===== src/rtl/fpmul_seq_if.sv =====
// Operand, result and status bundle between the execute stage and the multiply sequencer.
// The slave side is the sequencer; the master side is the requester plus the multiplier.
interface fpmul_seq_if;
  logic        start;
  logic [31:0] srca;
  logic [31:0] srcb;
  logic        clear_flags;
  logic [31:0] mul_a;
  logic [31:0] mul_b;
  logic [31:0] mul_result;
  logic        busy;
  logic        done;
  logic [31:0] result;
  logic        res_n;
  logic        res_z;
  logic [2:0]  flags;

  modport slave (
    input  start, srca, srcb, clear_flags, mul_result,
    output mul_a, mul_b, busy, done, result, res_n, res_z, flags
  );

  modport master (
    output start, srca, srcb, clear_flags, mul_result,
    input  mul_a, mul_b, busy, done, result, res_n, res_z, flags
  );
endinterface


===== src/rtl/fpmul_seq.sv =====
// Multicycle sequencer for the combinational single-precision multiplier: latches operands,
// waits LATENCY cycles for the product to settle, then registers it with status and sticky flags.
module fpmul_seq #(
  parameter int unsigned LATENCY = 1  // legal range 1..15
) (
  input logic         clk,
  input logic         reset,
  fpmul_seq_if.slave  bus
);

  localparam logic [1:0] StIdle = 2'd0;
  localparam logic [1:0] StExec = 2'd1;
  localparam logic [1:0] StDone = 2'd2;

  localparam logic [3:0] CntInit = 4'(LATENCY - 1);

  function automatic logic is_nan(input logic [31:0] v);
    return (v[30:23] == 8'hFF) && (v[22:0] != 23'd0);
  endfunction

  function automatic logic is_inf(input logic [31:0] v);
    return (v[30:23] == 8'hFF) && (v[22:0] == 23'd0);
  endfunction

  function automatic logic is_zero(input logic [31:0] v);
    return v[30:0] == 31'd0;
  endfunction

  logic [1:0]  state_q,  state_d;
  logic [3:0]  cnt_q,    cnt_d;
  logic [31:0] mul_a_q,  mul_a_d;
  logic [31:0] mul_b_q,  mul_b_d;
  logic [31:0] result_q, result_d;
  logic        res_n_q,  res_n_d;
  logic        res_z_q,  res_z_d;
  logic [2:0]  flags_q,  flags_d;

  logic        load_ops;
  logic        capture;
  logic        a_fin, b_fin;
  logic        flag_inv, flag_ovf, flag_unf;
  logic [2:0]  flags_base;

  always_comb begin
    state_d  = state_q;
    cnt_d    = cnt_q;
    load_ops = 1'b0;
    capture  = 1'b0;
    case (state_q)
      StIdle: load_ops = bus.start;
      StExec: begin
        if (cnt_q != 4'd0) begin
          cnt_d = cnt_q - 4'd1;
        end else begin
          capture = 1'b1;
          state_d = StDone;
        end
      end
      StDone: begin
        load_ops = bus.start;
        if (!bus.start) state_d = StIdle;
      end
      default: state_d = StIdle;
    endcase
    if (load_ops) begin
      cnt_d   = CntInit;
      state_d = StExec;
    end
  end

  // Classification looks at the latched operands, which stay stable until the capture edge.
  always_comb begin
    a_fin    = mul_a_q[30:23] != 8'hFF;
    b_fin    = mul_b_q[30:23] != 8'hFF;
    flag_inv = is_nan(mul_a_q) || is_nan(mul_b_q) ||
               (is_zero(mul_a_q) && is_inf(mul_b_q)) ||
               (is_inf(mul_a_q) && is_zero(mul_b_q));
    flag_ovf = is_inf(bus.mul_result) && a_fin && b_fin;
    flag_unf = a_fin && b_fin && !is_zero(mul_a_q) && !is_zero(mul_b_q) &&
               (bus.mul_result[30:23] == 8'h00);
  end

  always_comb begin
    mul_a_d    = load_ops ? bus.srca : mul_a_q;
    mul_b_d    = load_ops ? bus.srcb : mul_b_q;
    result_d   = result_q;
    res_n_d    = res_n_q;
    res_z_d    = res_z_q;
    // A clear coinciding with a capture drops old flags but keeps the new event.
    flags_base = bus.clear_flags ? 3'b000 : flags_q;
    flags_d    = flags_base;
    if (capture) begin
      result_d = bus.mul_result;
      res_n_d  = bus.mul_result[31] & ~is_nan(bus.mul_result);
      res_z_d  = is_zero(bus.mul_result);
      flags_d  = flags_base | {flag_inv, flag_ovf, flag_unf};
    end
  end

  always_ff @(posedge clk) begin
    if (reset) begin
      state_q  <= StIdle;
      cnt_q    <= 4'd0;
      mul_a_q  <= 32'd0;
      mul_b_q  <= 32'd0;
      result_q <= 32'd0;
      res_n_q  <= 1'b0;
      res_z_q  <= 1'b0;
      flags_q  <= 3'b000;
    end else begin
      state_q  <= state_d;
      cnt_q    <= cnt_d;
      mul_a_q  <= mul_a_d;
      mul_b_q  <= mul_b_d;
      result_q <= result_d;
      res_n_q  <= res_n_d;
      res_z_q  <= res_z_d;
      flags_q  <= flags_d;
    end
  end

  assign bus.mul_a  = mul_a_q;
  assign bus.mul_b  = mul_b_q;
  assign bus.busy   = (state_q == StExec);
  assign bus.done   = (state_q == StDone);
  assign bus.result = result_q;
  assign bus.res_n  = res_n_q;
  assign bus.res_z  = res_z_q;
  assign bus.flags  = flags_q;

endmodule


===== src/flat_wrapper.sv =====
// flat-port wrapper written by rule: the top's interface ports become plain ports
module fpmul_seq_flat 
#(
  parameter int unsigned LATENCY = 1                      
)
  (clk, reset, bus_start, bus_srca, bus_srcb, bus_clear_flags, bus_mul_result, bus_mul_a, bus_mul_b, bus_busy, bus_done, bus_result, bus_res_n, bus_res_z, bus_flags);
  fpmul_seq_if bus_i ();
  input logic clk;
  input logic reset;
  input wire logic [$bits(bus_i.start)-1:0] bus_start;
  input wire logic [$bits(bus_i.srca)-1:0] bus_srca;
  input wire logic [$bits(bus_i.srcb)-1:0] bus_srcb;
  input wire logic [$bits(bus_i.clear_flags)-1:0] bus_clear_flags;
  input wire logic [$bits(bus_i.mul_result)-1:0] bus_mul_result;
  output wire logic [$bits(bus_i.mul_a)-1:0] bus_mul_a;
  output wire logic [$bits(bus_i.mul_b)-1:0] bus_mul_b;
  output wire logic [$bits(bus_i.busy)-1:0] bus_busy;
  output wire logic [$bits(bus_i.done)-1:0] bus_done;
  output wire logic [$bits(bus_i.result)-1:0] bus_result;
  output wire logic [$bits(bus_i.res_n)-1:0] bus_res_n;
  output wire logic [$bits(bus_i.res_z)-1:0] bus_res_z;
  output wire logic [$bits(bus_i.flags)-1:0] bus_flags;
  assign bus_i.start = bus_start;
  assign bus_i.srca = bus_srca;
  assign bus_i.srcb = bus_srcb;
  assign bus_i.clear_flags = bus_clear_flags;
  assign bus_i.mul_result = bus_mul_result;
  assign bus_mul_a = bus_i.mul_a;
  assign bus_mul_b = bus_i.mul_b;
  assign bus_busy = bus_i.busy;
  assign bus_done = bus_i.done;
  assign bus_result = bus_i.result;
  assign bus_res_n = bus_i.res_n;
  assign bus_res_z = bus_i.res_z;
  assign bus_flags = bus_i.flags;
  fpmul_seq #(.LATENCY(LATENCY)) u_core (.clk(clk), .reset(reset), .bus(bus_i));
endmodule

===== config.mk =====
export PLATFORM = sky130hd
export DESIGN_NAME = fpmul_seq_flat
export DESIGN_NICKNAME = d
export VERILOG_FILES = /design/src/rtl/fpmul_seq_if.sv /design/src/rtl/fpmul_seq.sv /design/src/flat_wrapper.sv
export SDC_FILE = /design/constraint.sdc
export NUM_CORES = 1
export LEC_CHECK = 0
export BUFFER_PORTS_ARGS = -buffer_cell sky130_fd_sc_hd__buf_2
export CORE_ASPECT_RATIO = 0.5
export CORE_MARGIN = 8
export CORE_UTILIZATION = 45
export CTS_CLUSTER_DIAMETER = 50
export CTS_CLUSTER_SIZE = 20
export DETAILED_ROUTE_END_ITERATION = 10
export HOLD_SLACK_MARGIN = 0.03
export PLACE_DENSITY_LB_ADDON = 0.05
export SLEW_MARGIN = 20
export SYNTH_ARGS = -nofsm -noshare
export SYNTH_HDL_FRONTEND = slang
export SYNTH_SLANG_ARGS = --single-unit

===== constraint.sdc =====
create_clock -name clk -period 2 [get_ports clk]
set_input_delay 0.2 -clock clk [delete_from_list [all_inputs] [get_ports clk]]
set_output_delay 0.2 -clock clk [all_outputs]
set_load 0.03 [all_outputs]

Word level (Yosys, flattened, before mapping):

Index checks and enable logic that the tools add are counted.

* add/subtract/negate cells: 1
* equality and inequality tests: 12
* mux-type cells: 9
* bitwise gates (word level): 4
* reductions and logical operators: 36

Operator list (count)
* 31-bit logical NOT: 3
* 23-bit logical NOT: 3
* 23-bit nonzero test: 3
* 8-bit == test (second input constant): 3
* 8-bit inequality test (second input constant): 2
* 1-bit logical AND: 14
* 8-bit logical NOT: 1
* 3-bit two-way mux: 2
* 3-bit by 2-bit inequality test with 1-bit output (second input constant): 2
* 2-bit case mux with 3 select lines: 1
* 3-bit AND reduction: 2
* 1-bit two-way mux: 4
* 2-bit two-way mux: 2
* 2-bit inequality test (second input constant): 2
* 4-bit nonzero test: 1
* 2-bit OR reduction: 2
* 4-bit by 1-bit subtractor with 4-bit output (second input constant): 1
* 1-bit logical OR: 3
* 3-bit bitwise OR: 1
* 2-bit by 1-bit == test with 1-bit output (second input constant): 1
* 2-bit == test (second input constant): 1
* 1-bit logical NOT: 2
* 2-bit logical NOT: 1
* 2-bit by 1-bit inequality test with 1-bit output (second input constant): 1
* 3 further kinds: 4

* bits in registers: 107
* input port bits: 100
* output and inout bits: 103
* word-level logic and storage cells: 71

Depth between registers and ports, before layout:

* depth in word-level cells: 7
* mapped depth: 7
* mapped depth without buffers: 7

Worst setup path after synthesis:

No wires, ideal clock.

* path type: register to register
* start: register u_core.cnt_q[0]
* end: register u_core.cnt_q[1]
* setup time: 112 ps
* arrival time: 1329 ps
* data required time: 1888 ps
* path slack: 559 ps
* stages on the path, launching flop included: 7
* path buffers: 0
* clock period less this slack: 1441 ps
* cell sequence: dfxtp_1 inv_1 ha_1 nor3b_2 nor2_1 nor2_1 a2111oi_1

* longest elaborated chain between the ends: 2
* elaborated cells between the ends (all ways): 3
* those cells by class: 1 x add/sub; 2 x reduce/logical

Ends and longest elaborated chain
* start: declaration: line fpmul_seq.sv:30 `logic [3:0] cnt_q, cnt_d;`
* start signal: assignment: line fpmul_seq.sv:112 `cnt_q <= cnt_d;`
* branches (longest 2 deep; another with 4-bit by 1-bit subtractor with 4-bit output)

Parallel ways; which one is timed is not known.
A chain may end at the register's enable or synchronous reset.

Worst setup path in the final report:

* start: register u_core.cnt_q[0]
* end: register u_core.result_q[24], in the netlist u_core.bus.result[24]

* longest elaborated chain between the ends: 3

Ends and longest elaborated chain
* 4-bit nonzero test: line fpmul_seq.sv:52 `if (cnt_q != 4'd0) begin`
* 1-bit two-way mux: line fpmul_seq.sv:52
* 1-bit two-way mux: line fpmul_seq.sv:49 `case (state_q)`
* end signal: assignment: line fpmul_seq.sv:115 `result_q <= result_d;`
* end: declaration: line fpmul_seq.sv:33 `logic [31:0] result_q, result_d;`

Every way passes these cells.

==> results.toml <==
[status]
status = "completed"

[floorplanning]
dieArea_um2 = 12500
boundaryPins = 203
design.core.area_um2 = 8740
die_w_um = 150
die_h_um = 83.1
start_util = 0.464
rows = 24

[clock_network]
numCtsBuffers = 9
post_cts_buffers = 0
ctsResizeCount = 0
clk_pin_slew_ns = 0.07
cts_tree = "done"
cts_buffer_depth = 2
insertion_delay_ns = 0.34
clock_sinks = 107
hold_buffers = 0
cts_root_buffer = "clkbuf_16"
h-tree-depth = 3

[worst_setup_path]
cp_max_fo = 18
setup.worst_path.start_class = "flop"
critical_path_class = "reg2reg"
ff2ff_path_depth = 7
endpoint_kind = "flop"
r2r-start = "u_core.cnt_q[0]"
required_ns = 2.27
r2r_slack_ns = 0.32
critPathArrivalTime_ns = 1.95
r2r_end = "u_core.bus.result[24]"

[place]
portBuffers = 202
gp_congestion = 0.814
placed_cells = 812
dpl.hpwl_mm = 9.48
place_ws_ns = 0.336

[yosys]
synthMuxAreaShare = 0
synth_fa_ha_area_frac = 0.00308
ys_seq_elements = 107
seq_area_frac_synth = 0.528
synth-simple-area-share = 0.282
synth_top_family_by_area = "simple AND/OR/NAND/NOR gates"
synth_cell_types = 31
syn_area_per_cell_um2 = 7.85
synth-compound-area-share = 0.136
netlist_instances = 517
async_flop_share = 0
syn-num-nets = 618
synth_warnings = 0
synth_edf_count = 0
synthXorXnorAreaFrac = 0.00648
synth-main-ff-cell = "dfxtp_1"
synth_area_um2 = 4060

[global_routing]
grt_max_degree = 41
first_global_vias = 4000
grt_antenna_before_repair = 0
gr-total-overflow = 0
track_usage = 0.196
grt_pass1_wl_mm = 20.0

[drt]
route.detailed.drc = 0
num_vias = 4095
via_per_inst = 4.95
dr.pass1.iters = 4
wire_per_inst_um = 15.3
wl_mm = 12.7
drtAntennaViolNets = 0
drt-initial-drc-count = 239

[cells_and_area]
layout_common_cells = "203 x nand2_1, 201 x buf_2, 107 x dfxtp_1"
multi_input_area_um2 = 1750
regArea_um2 = 2140
drive_gt1_frac = 0.331
layout_commonest_cell = "nand2_1"
instances_no_fill = 828
nFillCells = 873
final_nets = 807
diodes = 0
syn2layout_area_growth_pct = 34.1

[power_and_ir_drop]
p_leak_uw = 0.00249
power_density_nw_per_um2 = 898
irDropWorstVdd_mv = 0.584

[sta]
maxSlewHeadroom = 0.712
tightest_slew_ns = 0.432
finalHoldViolCount = 0
finalSetupViolCount = 0
fin_crit_sh = 0.840
rsz0062_at_grt = "no"
finalSetupTns_ns = 0
setup_slack_ns = 0.320
finalClockSkew_ns = 0.00692
whs_ns = 0.0898
fmax_ghz = 0.595
period_minus_slack_ns = 1.68
drv_slew = 0

[run]
maxCapViolations = 0

[worst_hold_path]
min_to = "u_core.bus.mul_a[25]"
hold_path.startpoint = "bus_srca[25]"
hold_class = "in2reg"
whs_path_depth = 3
-- how the worst max path moves through the flow --
stage / from / end / cells past startpoint
final: u_core.cnt_q[0] / u_core.bus.result[24] / 7
after global routing: u_core.cnt_q[0] / u_core.bus.result[24] / 7
after CTS: u_core.cnt_q[0] / u_core.bus.result[22] / 7
after detailed placement: u_core.cnt_q[0] / u_core.bus.result[22] / 7
after global placement: u_core.cnt_q[0] / u_core.bus.result[24] / 7
after floorplan: u_core.cnt_q[0] / u_core.cnt_q[1] / 6
-- metrics by stage --
stage	util	cell area, µm²	power, µW
2_1_floorplan	-	4060	2860
6_report	0.623	5440	4880
4_1_cts	0.623	5440	4930
5_1_grt	0.623	5440	5100
3_3_place_gp	0.589	5140	3160
3_5_place_dp	0.589	5140	3170
-- where the power goes --
part / total (µW) / switching, µW / leakage (µW) / internal [µW]
logic: 791 / 531 / 0.00147 / 260
clock network: 1770 / 764 / 0.000139 / 1000
registers: 2320 / 80.8 / 0.000876 / 2240
total: 4880 / 1380 / 0.00249 / 3510
-- state kept, by name, indices dropped and copies added, names as in the netlist --
signal,flops
u_core.bus.mul_a,32
u_core.bus.mul_b,32
u_core.bus.result,32
u_core.cnt_q,4
u_core.bus.flags,3
u_core.state_q,2
u_core.bus.res_n,1
u_core.bus.res_z,1
-- metal layers --
layer	track usage	up-vias	part of all wire
li1	-	2103	-
met3	0.0893	6	0.11
met2	0.315	135	0.46
met4	0.0477	0	0.0071
met5	0	-	0
met1	0.233	1851	0.42
-- cell families (layout without fill, tap and decap cells) --
kind of cell,after synthesis,count (layout)
AO/OA/AOI/OAI,105,105
XOR/XNOR,3,3
adder cells (fa/ha/maj),1,1
buffers and inverters,37,231
flip-flops,107,107
AND/OR/NAND/NOR,264,264
-- synthesized netlist by cell type (2+ instances only) --
cell type | number | area, µm²
a21oi_1 | 99 | 495
nor2b_1 | 2 | 12.5
xnor2_1 | 2 | 17.5
nor2_1 | 10 | 37.5
o311ai_0 | 3 | 26.3
or4_1 | 2 | 15.0
nand3_1 | 3 | 15.0
nor4_1 | 19 | 119
buf_6 | 3 | 33.8
nand2_1 | 203 | 762
clkbuf_1 | 20 | 75.1
buf_2 | 7 | 35.0
inv_1 | 3 | 11.3
nor3_1 | 9 | 45.0
nand4_1 | 9 | 56.3
buf_4 | 2 | 15.0
dfxtp_1 | 107 | 2140
-- critical path, stage by stage (launching register included) --
cell     delay (ns)
dfxtp_1        0.34
inv_1          0.07
ha_1           0.17
or3b_4         0.42
nor2_8         0.24
buf_12         0.18
nand2_1        0.06
a21oi_1        0.13
-- cell type report --
class	instances	share of cell area
inverters	4	0.00276
flip-flops and latches	107	0.394
clock inverters	4	0.00920
repair buffers	211	0.201
well taps	117	0.0269
clock buffers	12	0.0453
multi-input cells	373	0.321
Power figures use the tool's default switching activity.
